--- src/rtl/debounce_pkg.sv ---
// Shared constants and helpers for the multi-channel debounce filter.
package debounce_pkg;

    localparam int unsigned DEFAULT_DEBOUNCE_LIMIT = 120000;
    localparam int unsigned DEFAULT_HOLD_LIMIT     = 1200000;

    // Short limits that keep simulation runs small.
    localparam int unsigned TEST_NUM_CH         = 4;
    localparam int unsigned TEST_DEBOUNCE_LIMIT = 4;
    localparam int unsigned TEST_HOLD_LIMIT     = 10;

    // Bits needed to hold 0..limit; never less than one bit.
    function automatic int unsigned cnt_width(input int unsigned limit);
        return (limit == 0) ? 1 : 32'($clog2(limit + 1));
    endfunction

endpackage

--- src/rtl/debounce_channel.sv ---
// One debounce channel: optional synchroniser, debounce filter, edge strobes, hold detector.
// DEBOUNCE_SYNC_EN adds a 2-flop input synchroniser (2 extra cycles of latency).
module debounce_channel
    import debounce_pkg::*;
#(
    parameter int unsigned DEBOUNCE_LIMIT = DEFAULT_DEBOUNCE_LIMIT,
    parameter int unsigned HOLD_LIMIT     = DEFAULT_HOLD_LIMIT,
    parameter logic        INVERT         = 1'b0
) (
    input  logic i_clk,
    input  logic i_rst_n,
    input  logic i_btn,
    output logic o_btn,
    output logic o_press,
    output logic o_release,
    output logic o_hold
);

    localparam int unsigned       DW      = cnt_width(DEBOUNCE_LIMIT);
    localparam logic [DW-1:0]     DB_LAST = DW'(DEBOUNCE_LIMIT - 1);

    logic w_x;

`ifdef DEBOUNCE_SYNC_EN
    logic r_sync1;
    logic r_sync2;

    // Reset to INVERT so the filtered sample starts at 0.
    always_ff @(posedge i_clk) begin
        if (!i_rst_n) begin
            r_sync1 <= INVERT;
            r_sync2 <= INVERT;
        end else begin
            r_sync1 <= i_btn;
            r_sync2 <= r_sync1;
        end
    end

    assign w_x = r_sync2 ^ INVERT;
`else
    assign w_x = i_btn ^ INVERT;
`endif

    logic          r_state;
    logic          r_press;
    logic          r_release;
    logic [DW-1:0] r_db_cnt;

    // Level flips after DEBOUNCE_LIMIT consecutive disagreeing samples.
    always_ff @(posedge i_clk) begin
        if (!i_rst_n) begin
            r_state   <= 1'b0;
            r_db_cnt  <= '0;
            r_press   <= 1'b0;
            r_release <= 1'b0;
        end else begin
            r_press   <= 1'b0;
            r_release <= 1'b0;
            if (w_x == r_state) begin
                r_db_cnt <= '0;
            end else if (r_db_cnt == DB_LAST) begin
                r_state   <= w_x;
                r_db_cnt  <= '0;
                r_press   <= w_x;
                r_release <= ~w_x;
            end else begin
                r_db_cnt <= r_db_cnt + DW'(1);
            end
        end
    end

    assign o_btn     = r_state;
    assign o_press   = r_press;
    assign o_release = r_release;

    if (HOLD_LIMIT == 0) begin : g_no_hold
        assign o_hold = 1'b0;
    end else begin : g_hold
        localparam int unsigned   HW       = cnt_width(HOLD_LIMIT);
        localparam logic [HW-1:0] HOLD_MAX = HW'(HOLD_LIMIT);

        logic [HW-1:0] r_hold_cnt;
        logic          r_hold;

        // Saturating count of filtered-high cycles; strobes once on reaching the limit.
        always_ff @(posedge i_clk) begin
            if (!i_rst_n) begin
                r_hold_cnt <= '0;
                r_hold     <= 1'b0;
            end else begin
                r_hold <= 1'b0;
                if (!r_state) begin
                    r_hold_cnt <= '0;
                end else if (r_hold_cnt < HOLD_MAX) begin
                    r_hold_cnt <= r_hold_cnt + HW'(1);
                    r_hold     <= (r_hold_cnt == HOLD_MAX - HW'(1));
                end
            end
        end

        assign o_hold = r_hold;
    end

endmodule

--- src/rtl/debounce_multi.sv ---
// NUM_CH independent debounce channels with press/release/hold strobes.
// Define DEBOUNCE_SYNC_EN to add a 2-flop synchroniser on every input.
module debounce_multi
    import debounce_pkg::*;
#(
    parameter int unsigned       NUM_CH         = 4,
    parameter int unsigned       DEBOUNCE_LIMIT = DEFAULT_DEBOUNCE_LIMIT,
    parameter int unsigned       HOLD_LIMIT     = DEFAULT_HOLD_LIMIT,
    parameter logic [NUM_CH-1:0] INVERT         = '0
) (
    input  logic              CLK,
    input  logic              i_RST_N,
    input  logic [NUM_CH-1:0] i_BTN,
    output logic [NUM_CH-1:0] o_BTN,
    output logic [NUM_CH-1:0] o_PRESS,
    output logic [NUM_CH-1:0] o_RELEASE,
    output logic [NUM_CH-1:0] o_HOLD
);

    for (genvar c = 0; c < NUM_CH; c++) begin : g_ch
        debounce_channel #(
            .DEBOUNCE_LIMIT (DEBOUNCE_LIMIT),
            .HOLD_LIMIT     (HOLD_LIMIT),
            .INVERT         (INVERT[c])
        ) u_ch (
            .i_clk     (CLK),
            .i_rst_n   (i_RST_N),
            .i_btn     (i_BTN[c]),
            .o_btn     (o_BTN[c]),
            .o_press   (o_PRESS[c]),
            .o_release (o_RELEASE[c]),
            .o_hold    (o_HOLD[c])
        );
    end

endmodule

--- config.mk ---
export PLATFORM = sky130hd
export DESIGN_NAME = debounce_multi
export DESIGN_NICKNAME = d
export VERILOG_FILES = /design/src/rtl/debounce_pkg.sv /design/src/rtl/debounce_channel.sv /design/src/rtl/debounce_multi.sv
export SDC_FILE = /design/constraint.sdc
export NUM_CORES = 1
export LEC_CHECK = 0
export ABC_AREA = 1
export ABC_CLOCK_PERIOD_IN_PS = 1900
export BUFFER_PORTS_ARGS = -buffer_cell sky130_fd_sc_hd__buf_2
export CORE_UTILIZATION = 38
export DETAILED_ROUTE_END_ITERATION = 8
export SLEW_MARGIN = 5
export SYNTH_ARGS = -nofsm -noshare
export SYNTH_HDL_FRONTEND = slang
export SYNTH_HIERARCHICAL = 1
export SYNTH_SLANG_ARGS = --single-unit
--- constraint.sdc ---
create_clock -name CLK -period 1.9 [get_ports CLK]
set_input_delay 0.095 -clock CLK [delete_from_list [all_inputs] [get_ports CLK]]
set_output_delay 0.095 -clock CLK [all_outputs]
set_load 0.01 [all_outputs]
### Word-level counts from Yosys, hierarchy flattened

Cells that the tools add are included.

* $add $sub $neg: 8
* reductions and logical operators: 20
* eq/ne operators: 12
* $lt $le $gt $ge: 4
* bitwise logic cells: 13

Operator list (number)
* adder 21 x 1 -> 21 bit (second input constant): 4
* == test 21 bit (second input constant): 4
* less-than comparator 21 bit (second input constant): 4
* adder 17 x 1 -> 17 bit (second input constant): 4
* == test 17 bit (second input constant): 4
* OR reduction 3 bit: 8
* AND reduction 2 bit: 8
* inverter 1 bit: 13
* AND reduction 3 bit: 4
* == test 1 bit: 4

* bits in registers: 168

### Logic depth before layout (Yosys ltp)

* depth in word-level cells: 3
* mapped depth: 10
* mapped depth without buffers: 9

### Modules after synthesis

Netlist, hierarchy kept.

Modules (own cells, without submodules)
* debounce_channel at g_ch[0].u_ch ...: cells each 350, instances 3, area an instance 2373.5 um2
* debounce_channel at g_ch[3].u_ch: cells each 347, instances 1, area an instance 2294.7 um2

### Worst setup path before layout

OpenSTA, ideal clock, no wires.

* path type: register to register
* start: register g_ch[0].u_ch.g_hold.r_hold_cnt[0]
* end: register g_ch[0].u_ch.g_hold.r_hold_cnt[16]
* data required time: 1.758 ns
* setup time: 0.142 ns
* arrival: 1.325 ns
* period minus slack after synthesis: 1.467 ns
* stages on the path, launching flop included: 9
* slack: 0.433 ns
* path buffers: 0
* cell sequence: dfxtp_1 -> ha_1 -> nand3_1 -> inv_1 -> nand2_1 -> o21ai_0 -> nand2_1 -> nand2_1 -> a21oi_2

* longest elaborated chain between the ends: 1

RTL lines
* start: declaration: line debounce_channel.sv:82 `logic [HW-1:0] r_hold_cnt;`
* start signal: assignment: line debounce_channel.sv:95 `r_hold_cnt <= r_hold_cnt + HW'(1);`
* adder 21 x 1 -> 21 bit / less-than comparator 21 bit (equally long branches): line debounce_channel.sv:95, debounce_channel.sv:94

Several ways; a longest one is shown, not always the timed one.
A chain may end at the register's enable or synchronous reset.

### Worst setup path after layout

* start: register g_ch[3].u_ch.r_db_cnt[0]
* end: register g_ch[3].u_ch.r_db_cnt[11]

* longest elaborated chain between the ends: 2

RTL lines
* start: declaration: line debounce_channel.sv:47 `logic [DW-1:0] r_db_cnt;`
* start signal: assignment: line debounce_channel.sv:67 `r_db_cnt <= r_db_cnt + DW'(1);`
* parallel branches: the longest is 2 deep, another holds adder 17 x 1 -> 17 bit

Several ways; the timed one is not identified.

==> flow_metrics.env <==
export IMPL_outcome="completed"
export IMPL_row_count=57
export IMPL_power_density_mw_per_mm2=701
export IMPL_holdPathStages=3
export IMPL_drtAntennaViolNets=0
export IMPL_ys_ff_latch=168
export IMPL_clockRootBuffer="clkbuf_16"
export IMPL_crit_family="simple AND/OR/NAND/NOR gates"
export IMPL_yosysSeqAreaShare_pct=35.7
export IMPL_tightest_slew_ns=0.394
export IMPL_cts_tree="yes"
export IMPL_max_freq_mhz=606
export IMPL_post_cts_resize_count=0
export IMPL_firstDrtPassIters=5
export IMPL_fin_skew_ns=0.00919
export IMPL_area_delta_synth_final_pct=11.0
export IMPL_die_area_sq_mm=0.0254
export IMPL_clk_pin_slew_ns=0.07
export IMPL_cts_buffers=17
export IMPL_maxSlewHeadroom_pct=73.6
export IMPL_crit_path_end_kind="flop"
export IMPL_drc=0
export IMPL_fin_setup_tns_ns=0
export IMPL_via_per_inst=4.76
export IMPL_leakage_uw=0.00366
export IMPL_ys_types=34
export IMPL_grt_max_degree=22
export IMPL_maxCapViolations=0
export IMPL_die_w_um=159
export IMPL_io_buffers=21
export IMPL_synth_nets=1411
export IMPL_place_congestion=0.867
export IMPL_num_fill_cells=2531
export IMPL_initial_core_util_pct=38.7
export IMPL_path_max_fanout=15
export IMPL_cp_slowest_cell="dfxtp_1"
export IMPL_fp_dieH_um=159
export IMPL_hold_viol=0
export IMPL_antenna_cells=0
export IMPL_io_pins=22
export IMPL_hold_worst_slack_ns=0.0865
export IMPL_cts_path_max_buffers=2
export IMPL_cpMostUsedCell="nand3_1"
export IMPL_syn_area_sq_mm=0.00942
export IMPL_vias=8410
export IMPL_overflow=0
export IMPL_netlist_instances=1397
export IMPL_path_depth=6
export IMPL_avgSynthCellArea_sq_um=6.74
export IMPL_synth_yosys_warnings=6
export IMPL_clk_latency_ns=0.42
export IMPL_required_ns=2.20
export IMPL_grt_use_total_pct=16.1
export IMPL_startpoint_type="flop"
export IMPL_grt_antenna_before_repair=0
export IMPL_peakVddDrop_mv=0.597
export IMPL_rsz0062_at_grt="no"
export IMPL_routed_wl_um=19600
export IMPL_finalMaxSlewViolations=0
export IMPL_path_class="flop to flop"
export IMPL_post_route_period_util_pct=86.9
export IMPL_grt_pass1_vias=7746
export IMPL_critical_path_max_stage_delay_ns=0.36
export IMPL_crit_path_cell_trace="ha_1, nand3_1, nor2_1, nand3_1, nand2_2, a21oi_1"
export IMPL_crit_buf_inv=0
export IMPL_rr_worst_depth=6
export IMPL_first_iter_violations=410
export IMPL_grt_pass1_wl_um=35000
export IMPL_hold_path_class="primary input to flop"
export IMPL_layout_nets=1444
export IMPL_layout_drive_gt1_share_pct=12.8
export IMPL_core_sq_mm=0.0243
export IMPL_clock_sinks=168
export IMPL_htree_levels=4
export IMPL_setup_viol=0
export IMPL_period_needed_ns=1.65
export IMPL_dp_hpwl_um=13900
export IMPL_wl_per_cell_um=11.1
export IMPL_arrival_ns=1.95
==> metal layers <==
layer	track usage (%)	up-vias	share of wire, %
met1	21.3	3789	52
met5	0	-	0
met4	4.20	0	0.73
li1	-	4546	-
met2	27.0	66	45
met3	2.97	9	2.3
==> cell usage in the layout (no fill, tap or decap), types with 4 or more instances in the layout <==
cell type / count
nand2_1: 401
nor2_1: 249
dfxtp_1: 168
inv_1: 117
nand3_1: 82
nand4_1: 63
a21oi_1: 46
a21oi_2: 40
nand2_2: 25
xnor2_1: 25
xor2_1: 25
nor3_1: 25
nor2_2: 23
o21ai_0: 21
buf_2: 21
clkbuf_16: 17
or2_2: 11
buf_4: 11
nand3b_1: 10
ha_1: 8
nand2_4: 7
inv_6: 5
nor2_4: 4
nand2_8: 4
dlygate4sd3_1: 4
==> cell usage after synthesis, drive strengths merged <==
cell type  number  area (sq um)
nor2          276          1120
nand2         437          1820
clkbuf          5          18.8
nor3b           3          22.5
nor4            3          18.8
nand3          85           440
dfxtp         168          3360
ha              8           100
or2            14          87.6
o21ai          21           105
xor2           25           219
or3             1          6.26
a21oi          86           581
clkinv          3          11.3
inv           121           462
nor3           25           125
a31oi           1          6.26
nand4          63           394
xnor2          25           219
nand3b         10          75.1
buf            17           216
==> metrics by stage <==
| stage | worst slack, ns | instance area [sq um] | power (uW) | std cells | util [%] |
|---|---|---|---|---|---|
| floorplan | 0.433 | 9420 | 3650 | 1397 | - |
| global placement | 0.312 | 9770 | 3680 | 1731 | 40.2 |
| detailed placement | 0.260 | 9770 | 3680 | 1731 | 40.2 |
| CTS | 0.228 | 10400 | 7430 | 1767 | 43.0 |
| global route | 0.0447 | 10400 | 7590 | 1767 | 43.0 |
| finish | 0.249 | 10400 | 7330 | 1767 | 43.0 |
==> state kept, by name (all words and copies together) (netlist names) <==
signal                       cells
g_ch.u_ch/g_hold.r_hold_cnt     84
g_ch.u_ch/o_press                4
g_ch.u_ch/r_db_cnt              68
g_ch.u_ch/o_release              4
g_ch.u_ch/o_btn                  4
g_ch.u_ch/o_hold                 4
==> path summary, 6_finish.rpt <==
kind / startpoint / to / slack, ns
max: g_ch[3].u_ch/r_db_cnt[0] / g_ch[3].u_ch/r_db_cnt[11] / 0.25
min reg2reg: g_ch[1].u_ch/r_db_cnt[0] / g_ch[1].u_ch/r_db_cnt[0] / 0.45
max reg2reg: g_ch[3].u_ch/r_db_cnt[0] / g_ch[3].u_ch/r_db_cnt[11] / 0.25
min: i_RST_N / g_ch[0].u_ch/o_press / 0.09
==> cell type report <==
type / count / area (sq um) / share of cell area (%)
timing repair buffer: 36 / 228 / 2.18
sequential: 168 / 3360 / 32.2
inverter: 124 / 473 / 4.53
clock inverter: 13 / 183 / 1.75
clock buffer: 19 / 453 / 4.33
tap: 324 / 405 / 3.88
multi-input combinational: 1083 / 5340 / 51.1
==> worst register-to-register path, cell delays in order, from the launching register on <==
cell and delay (ns):
dfxtp_1 0.36, ha_1 0.20, nand3_1 0.13, nor2_1 0.19, nand3_1 0.25, nand2_2 0.32
a21oi_1 0.08
==> report_power, final <==
| group | switching, uW | total [uW] | internal (uW) | leakage [uW] |
|---|---|---|---|---|
| combinational | 43.2 | 67.2 | 24.0 | 0.00200 |
| clock | 1550 | 3730 | 2180 | 0.000304 |
| sequential | 5.51 | 3530 | 3530 | 0.00135 |
==> what timing repair did <==
| action | 4_1_cts | 5_1_grt |
|---|---|---|
| endpoints found under the setup margin | 0 | 0 |
| hold buffers | 4 | 0 |
| buffers inserted | 0 | 0 |
| endpoints found under the hold margin | 12 | 0 |
==> kinds of logic after synthesis <==
kind of cell / synth area share [%]
buffers and inverters: 7.52
AO/OA/AOI/OAI: 7.35
AND/OR/NAND/NOR: 43.7
adder cells (fa/ha/maj): 1.06
flip-flops: 35.7
XOR/XNOR: 4.65
(Power assumes the default switching activity.)
